File: src/rtl/uart_tx_if.sv
// Device-bridge register port shared by the UART transmitter and its bus master.
// Word-address, write-enable, write-data and combinational read-data, same shape as the timer.
interface uart_tx_if;
    logic        we;
    logic [1:0]  addr;
    logic [31:0] WD;
    logic [31:0] RD;

    modport master (output we, output addr, output WD, input RD);
    modport slave  (input we, input addr, input WD, output RD);
endinterface

File: src/rtl/uart_tx.sv
// Memory-mapped 8N1 UART transmitter: 4-entry byte FIFO, programmable bit period,
// level interrupt when the transmitter has fully drained.
module uart_tx #(
    parameter int unsigned DEPTH   = 4,
    parameter logic [15:0] DIV_RST = 16'd16
) (
    input  logic       clk,
    input  logic       rst,
    uart_tx_if.slave   bus,
    output logic       IRQ,
    output logic       txd
);
    localparam int unsigned PW = $clog2(DEPTH);
    localparam int unsigned CW = PW + 1;

    typedef enum logic [1:0] {
        S_IDLE,
        S_START,
        S_DATA,
        S_STOP
    } state_e;

    // FIFO storage and pointers
    logic [7:0]    mem_q [DEPTH];
    logic [PW-1:0] wr_ptr_q;
    logic [PW-1:0] rd_ptr_q;
    logic [CW-1:0] count_q;
    logic [CW-1:0] count_d;

    // Register file
    logic          im_q;
    logic          ovf_q;
    logic [15:0]   div_q;
    logic [7:0]    last_q;

    // Transmit engine
    state_e        state_q;
    logic [7:0]    shift_q;
    logic [2:0]    bit_q;
    logic [15:0]   per_q;
    logic [15:0]   shadow_q;
    logic          txd_q;
    logic          irq_q;

    logic          empty;
    logic          full;
    logic          busy;
    logic          per_done;
    logic          pop;
    logic          push;
    logic          wr_data;
    logic          wr_ctrl;
    logic          wr_div;
    logic [15:0]   div_eff;
    logic [2:0]    cnt_field;
    logic [31:0]   rd_data;
    logic          unused_wd;

    assign empty     = (count_q == '0);
    assign full      = (count_q == CW'(DEPTH));
    assign busy      = (state_q != S_IDLE);
    assign per_done  = (per_q == 16'd0);
    assign div_eff   = (div_q == 16'd0) ? 16'd1 : div_q;
    assign cnt_field = 3'(count_q);

    assign wr_data = bus.we && (bus.addr == 2'd0);
    assign wr_ctrl = bus.we && (bus.addr == 2'd1);
    assign wr_div  = bus.we && (bus.addr == 2'd2);

    // The engine takes a byte when idle, or straight out of a finished stop bit
    assign pop  = !empty && ((state_q == S_IDLE) || ((state_q == S_STOP) && per_done));
    // A full FIFO still accepts a write in the cycle a pop frees a slot
    assign push = wr_data && (!full || pop);

    always_comb begin
        count_d = count_q;
        case ({push, pop})
            2'b10:   count_d = count_q + CW'(1);
            2'b01:   count_d = count_q - CW'(1);
            default: count_d = count_q;
        endcase
    end

    always_ff @(posedge clk) begin
        if (rst) begin
            wr_ptr_q <= '0;
            rd_ptr_q <= '0;
            count_q  <= '0;
        end else begin
            if (push) begin
                wr_ptr_q <= wr_ptr_q + PW'(1);
            end
            if (pop) begin
                rd_ptr_q <= rd_ptr_q + PW'(1);
            end
            count_q <= count_d;
        end
    end

    always_ff @(posedge clk) begin
        if (push) begin
            mem_q[wr_ptr_q] <= bus.WD[7:0];
        end
    end

    always_ff @(posedge clk) begin
        if (rst) begin
            im_q   <= 1'b0;
            ovf_q  <= 1'b0;
            div_q  <= DIV_RST;
            last_q <= 8'd0;
        end else begin
            if (wr_data) begin
                last_q <= bus.WD[7:0];
                if (!push) begin
                    ovf_q <= 1'b1;
                end
            end
            if (wr_ctrl) begin
                im_q  <= bus.WD[0];
                ovf_q <= 1'b0;
            end
            if (wr_div) begin
                div_q <= bus.WD[15:0];
            end
        end
    end

    // Bit timing uses shadow_q, latched at each pop, so DIV writes only affect later frames
    always_ff @(posedge clk) begin
        if (rst) begin
            state_q  <= S_IDLE;
            shift_q  <= 8'd0;
            bit_q    <= 3'd0;
            per_q    <= 16'd0;
            shadow_q <= 16'd1;
            txd_q    <= 1'b1;
        end else begin
            unique case (state_q)
                S_IDLE: begin
                    txd_q <= 1'b1;
                    if (pop) begin
                        shift_q  <= mem_q[rd_ptr_q];
                        shadow_q <= div_eff;
                        per_q    <= div_eff - 16'd1;
                        txd_q    <= 1'b0;
                        state_q  <= S_START;
                    end
                end
                S_START: begin
                    if (per_done) begin
                        bit_q   <= 3'd0;
                        per_q   <= shadow_q - 16'd1;
                        txd_q   <= shift_q[0];
                        state_q <= S_DATA;
                    end else begin
                        per_q <= per_q - 16'd1;
                    end
                end
                S_DATA: begin
                    if (per_done) begin
                        per_q <= shadow_q - 16'd1;
                        if (bit_q == 3'd7) begin
                            txd_q   <= 1'b1;
                            state_q <= S_STOP;
                        end else begin
                            bit_q   <= bit_q + 3'd1;
                            shift_q <= shift_q >> 1;
                            txd_q   <= shift_q[1];
                        end
                    end else begin
                        per_q <= per_q - 16'd1;
                    end
                end
                S_STOP: begin
                    if (per_done) begin
                        if (pop) begin
                            shift_q  <= mem_q[rd_ptr_q];
                            shadow_q <= div_eff;
                            per_q    <= div_eff - 16'd1;
                            txd_q    <= 1'b0;
                            state_q  <= S_START;
                        end else begin
                            txd_q   <= 1'b1;
                            state_q <= S_IDLE;
                        end
                    end else begin
                        per_q <= per_q - 16'd1;
                    end
                end
                default: begin
                    txd_q   <= 1'b1;
                    state_q <= S_IDLE;
                end
            endcase
        end
    end

    always_ff @(posedge clk) begin
        if (rst) begin
            irq_q <= 1'b0;
        end else begin
            irq_q <= im_q && empty && !busy;
        end
    end

    always_comb begin
        rd_data = 32'd0;
        case (bus.addr)
            2'd0:    rd_data = {24'd0, last_q};
            2'd1:    rd_data = {31'd0, im_q};
            2'd2:    rd_data = {16'd0, div_q};
            default: rd_data = {25'd0, ovf_q, empty, full, busy, cnt_field};
        endcase
    end

    assign bus.RD    = rd_data;
    assign txd       = txd_q;
    assign IRQ       = irq_q;
    assign unused_wd = ^bus.WD[31:16];
endmodule

File: src/flat_wrapper.sv
// flat-port wrapper written by rule: the top's interface ports become plain ports
module uart_tx_flat 
#(
    parameter int unsigned DEPTH   = 4,
    parameter logic [15:0] DIV_RST = 16'd16
)
  (clk, rst, IRQ, txd, bus_we, bus_addr, bus_WD, bus_RD);
  uart_tx_if bus_i ();
  input  logic clk;
  input  logic rst;
  output logic IRQ;
  output logic txd;
  input wire logic [$bits(bus_i.we)-1:0] bus_we;
  input wire logic [$bits(bus_i.addr)-1:0] bus_addr;
  input wire logic [$bits(bus_i.WD)-1:0] bus_WD;
  output wire logic [$bits(bus_i.RD)-1:0] bus_RD;
  assign bus_i.we = bus_we;
  assign bus_i.addr = bus_addr;
  assign bus_i.WD = bus_WD;
  assign bus_RD = bus_i.RD;
  uart_tx #(.DEPTH(DEPTH), .DIV_RST(DIV_RST)) u_core (.clk(clk), .rst(rst), .bus(bus_i), .IRQ(IRQ), .txd(txd));
endmodule
File: config.mk
export PLATFORM = sky130hd
export DESIGN_NAME = uart_tx_flat
export DESIGN_NICKNAME = d
export VERILOG_FILES = /design/src/rtl/uart_tx_if.sv /design/src/rtl/uart_tx.sv /design/src/flat_wrapper.sv
export SDC_FILE = /design/constraint.sdc
export NUM_CORES = 1
export LEC_CHECK = 0
export CAP_MARGIN = 0
export CORE_AREA = 2 2 103 105
export CTS_BUF_LIST = sky130_fd_sc_hd__clkbuf_8
export CTS_CLUSTER_SIZE = 40
export DETAILED_ROUTE_END_ITERATION = 12
export DIE_AREA = 0 0 105 107
export PLACE_DENSITY = 0.86
export SLEW_MARGIN = 5
export SYNTH_ARGS = -nofsm -noshare
export SYNTH_HDL_FRONTEND = slang
export SYNTH_SLANG_ARGS = --single-unit
File: constraint.sdc
create_clock -name clk -period 7.26 [get_ports clk]
set_input_delay 1.452 -clock clk [delete_from_list [all_inputs] [get_ports clk]]
set_output_delay 1.452 -clock clk [all_outputs]
set_load 0.005 [all_outputs]
==> impl_results.md <==
* Dpl ws at about 2.4 ns
* Total GRT Usage at 0.283
* Startpoint of the worst register-to-register path: u_core.state_q[0]$_SDFFE_PP0P_
* Vias in the first global route at 5165
* Drt via density at between 6 and 7
* Skew final at roughly 0.011 ns
* Worst R2R Path Depth at 9
* Max Slew Vio Count at 0
* Post-CTS Resized at 0
* Row count at 37
* Crit path max fanout at 15
* Asr flop ratio synth at 0
* Compound-Gate Fraction of Synth Area at 0.154
* Worst setup endpoint: bus_RD[1]
* Synth cell types at 69
* Initial DRT Pass Iterations at 6
* Post-route setup TNS at 0 ns
* CP Launch Point: bus_addr[0]
* TritonCTS buffer count at 17
* Worst hold margin at 0.465 ns
* Commonest non-fill, non-tap cells in the layout: nand2_1, dfxtp_1, a21oi_1
* Die Y at ~110 um
* Postcts setup bufs at 0
* Total congestion overflow at 0
* Final core occ at 0.687
* Mux cell area share after synthesis at 0.0800
* Clock Path Buffers at 2
* EDFF count, synth at 32
* Post-DP HPWL at 10600 um
* Die area at 0.0112 mm^2
* Root Buffer: clkbuf_8
* WS Path Type: in -> out
* Top cells by area, synth: dfxtp_1, edfxtp_1, nand2_1, a21oi_1, mux4_2
* Period minus WS final at between 4 and 5 ns
* Clock-pin slew on the worst setup and hold paths at approximately 0.08 ns
* Tot Pwr at 2.43 mW
* Post-Synthesis Cells at 686
* Endpoint class of the critical path: primary output
* Setup violations, final at 0
* Port Buf Inserts at 38
* Share of post-route cells with drive strength above 1 at 0.0922
* Finished Layout Cells at 852
* Yosys top cell by area: dfxtp_1
* Placed insts at approximately 800
* VDD IR max at ~0.00024 V
* CTS Sinks at 114
* Via count at 5393
* Post-synthesis sequential area ratio at 0.418
* CTS Hold Bufs at 0
* Max Freq at 206 MHz
* Residual DRC at 0
* RSZ-0062 raised after global routing: false
* Fin nets at ~760
* Adder-cell share of the synthesized area at 0.0313
* WL final at 15500 um
* Initial core utilization at 0.617
* Reg2Reg Setup Slack at ~3.5 ns
* Synthesis-to-finish area growth at 11.4%
* Hold Fails Final Rpt at 0
* Final instance area at ~0.007 mm^2
* Largest net degree at the start of global routing at 81
* Clock Latency Late Sink at 0.44 ns
* Final period utilization at 0.670
* Placed inst area at 0.00655 mm^2
* DIE WIDTH at about 110 um
* H-tree depth at 4
* Setup ws final at 2.40 ns
* Leak pwr at between 2 and 2.5 nW
* Commonest non-fill, non-tap cell in the layout: nand2_1
* CTS tree: built
* Status: finished, final reports clean
* Largest family of logic cells by synthesized area: simple AND/OR/NAND/NOR gates
* P per Cell Area at ~350 mW/mm^2
* Slew HR at 0.274
* Crit path DAT at 3.41 ns
* CP startpoint kind: input pin
* Worst EP required at 5.81 ns
* Antenna cell count at 0
* First-pass GRT wire length at 25100 um
* DRT antenna net count at 0
* Synth Cell Area at roughly 0.0062 mm^2
* Avg Inst Size Synth at 9.08 um^2
* Total of max-cap violations at 0
* Top Ports at 71
* Ys flop type: dfxtp_1
* Simple-Gate Fraction of Synth Area at 0.213
* Routability Congestion at 0.899
* Top cell type's share of synthesized area at 0.264
* Worst Tran Pin Value at 1.08 ns
* Initial antenna violation count at 0
* Synth Area in XOR/XNOR at 0.0450
* Core footprint at 0.0101 mm^2
* DRT iter0 DRCs at just over 500
* WL/cell at 18.2 um
* R2R Path End: u_core.cnt_field[2]$_SDFFE_PP0P_
* HP Class: reg -> reg
* Yosys reg bits at between 100 and 150
* Syn. warnings at 0
==> area by class of cell <==
class                           count  area, um^2
Sequential cell                   114        2600
Clock buffer                       17         234
Timing Repair Buffer               41         398
Inverter                           16        60.1
Fill cell                         748        3160
Multi-Input combinational cell    513        3320
Clock inverter                     15         149
Tap cell                          136         170
==> worst min path at each step <==
stage | to | cells past startpoint | from | slack (ns)
2_1_floorplan | u_core.last_q[0]$_SDFFE_PP0P_ | 2 | u_core.last_q[0]$_SDFFE_PP0P_ | 0.43
3_3_place_gp | u_core.last_q[1]$_SDFFE_PP0P_ | 2 | u_core.last_q[1]$_SDFFE_PP0P_ | 0.44
3_5_place_dp | u_core.last_q[6]$_SDFFE_PP0P_ | 2 | u_core.last_q[6]$_SDFFE_PP0P_ | 0.45
4_1_cts | u_core.last_q[6]$_SDFFE_PP0P_ | 2 | u_core.last_q[6]$_SDFFE_PP0P_ | 0.46
5_1_grt | u_core.last_q[3]$_SDFFE_PP0P_ | 2 | u_core.last_q[3]$_SDFFE_PP0P_ | 0.49
6_report | u_core.last_q[6]$_SDFFE_PP0P_ | 2 | u_core.last_q[6]$_SDFFE_PP0P_ | 0.47
==> synthesized netlist by cell type (15+ instances only) <==
master and instances:
o21ai_0 20, a21oi_1 50, edfxtp_1 32, clkbuf_1 32, nand2_1 113, nor2_1 47, xnor2_1 17, mux2i_1 16
inv_1 15, dfxtp_1 82, buf_4 16, xor2_1 15, and2_1 17
==> sequential cells by signal, summed over array words and instances (netlist names), named ones only <==
name,cells
u_core.rd_ptr_q,2
u_core.cnt_field,3
u_core.ovf_q,1
u_core.bit_q,3
u_core.shift_q,8
u_core.per_q,16
u_core.mem_q,32
u_core.im_q,1
u_core.div_q,16
u_core.txd,1
u_core.wr_ptr_q,2
u_core.state_q,2
u_core.shadow_q,16
u_core.IRQ,1
u_core.last_q,8
==> worst max-delay path: stages <==
cell,delay (ns)
clkdlybuf4s50_1,0.68
nor2_1,0.52
a22o_1,0.24
clkdlybuf4s50_1,0.51
==> layer usage <==
metal / track usage / part of all wire / vias to the layer above
met1: 0.344 / 0.40 / 2522
met2: 0.482 / 0.49 / 347
li1: - / - / 2471
met3: 0.0748 / 0.090 / 53
met4: 0.111 / 0.023 / 0
met5: 0 / 0 / -
==> power breakdown <==
| part | total [mW] | internal, mW | switching (mW) |
|---|---|---|---|
| clock | 0.578 | 0.279 | 0.299 |
| combinational | 1.02 | 0.404 | 0.616 |
| sequential | 0.829 | 0.733 | 0.0962 |
==> logic make-up after synthesis <==
logic type	count (synthesis)
AO/OA/AOI/OAI	145
buffers and inverters	74
flip-flops	114
multiplexers	37
other	1
AND/OR/NAND/NOR	268
XOR/XNOR	32
adder cells (fa/ha/maj)	15
No activity file was read; power rests on OpenSTA's default activity.
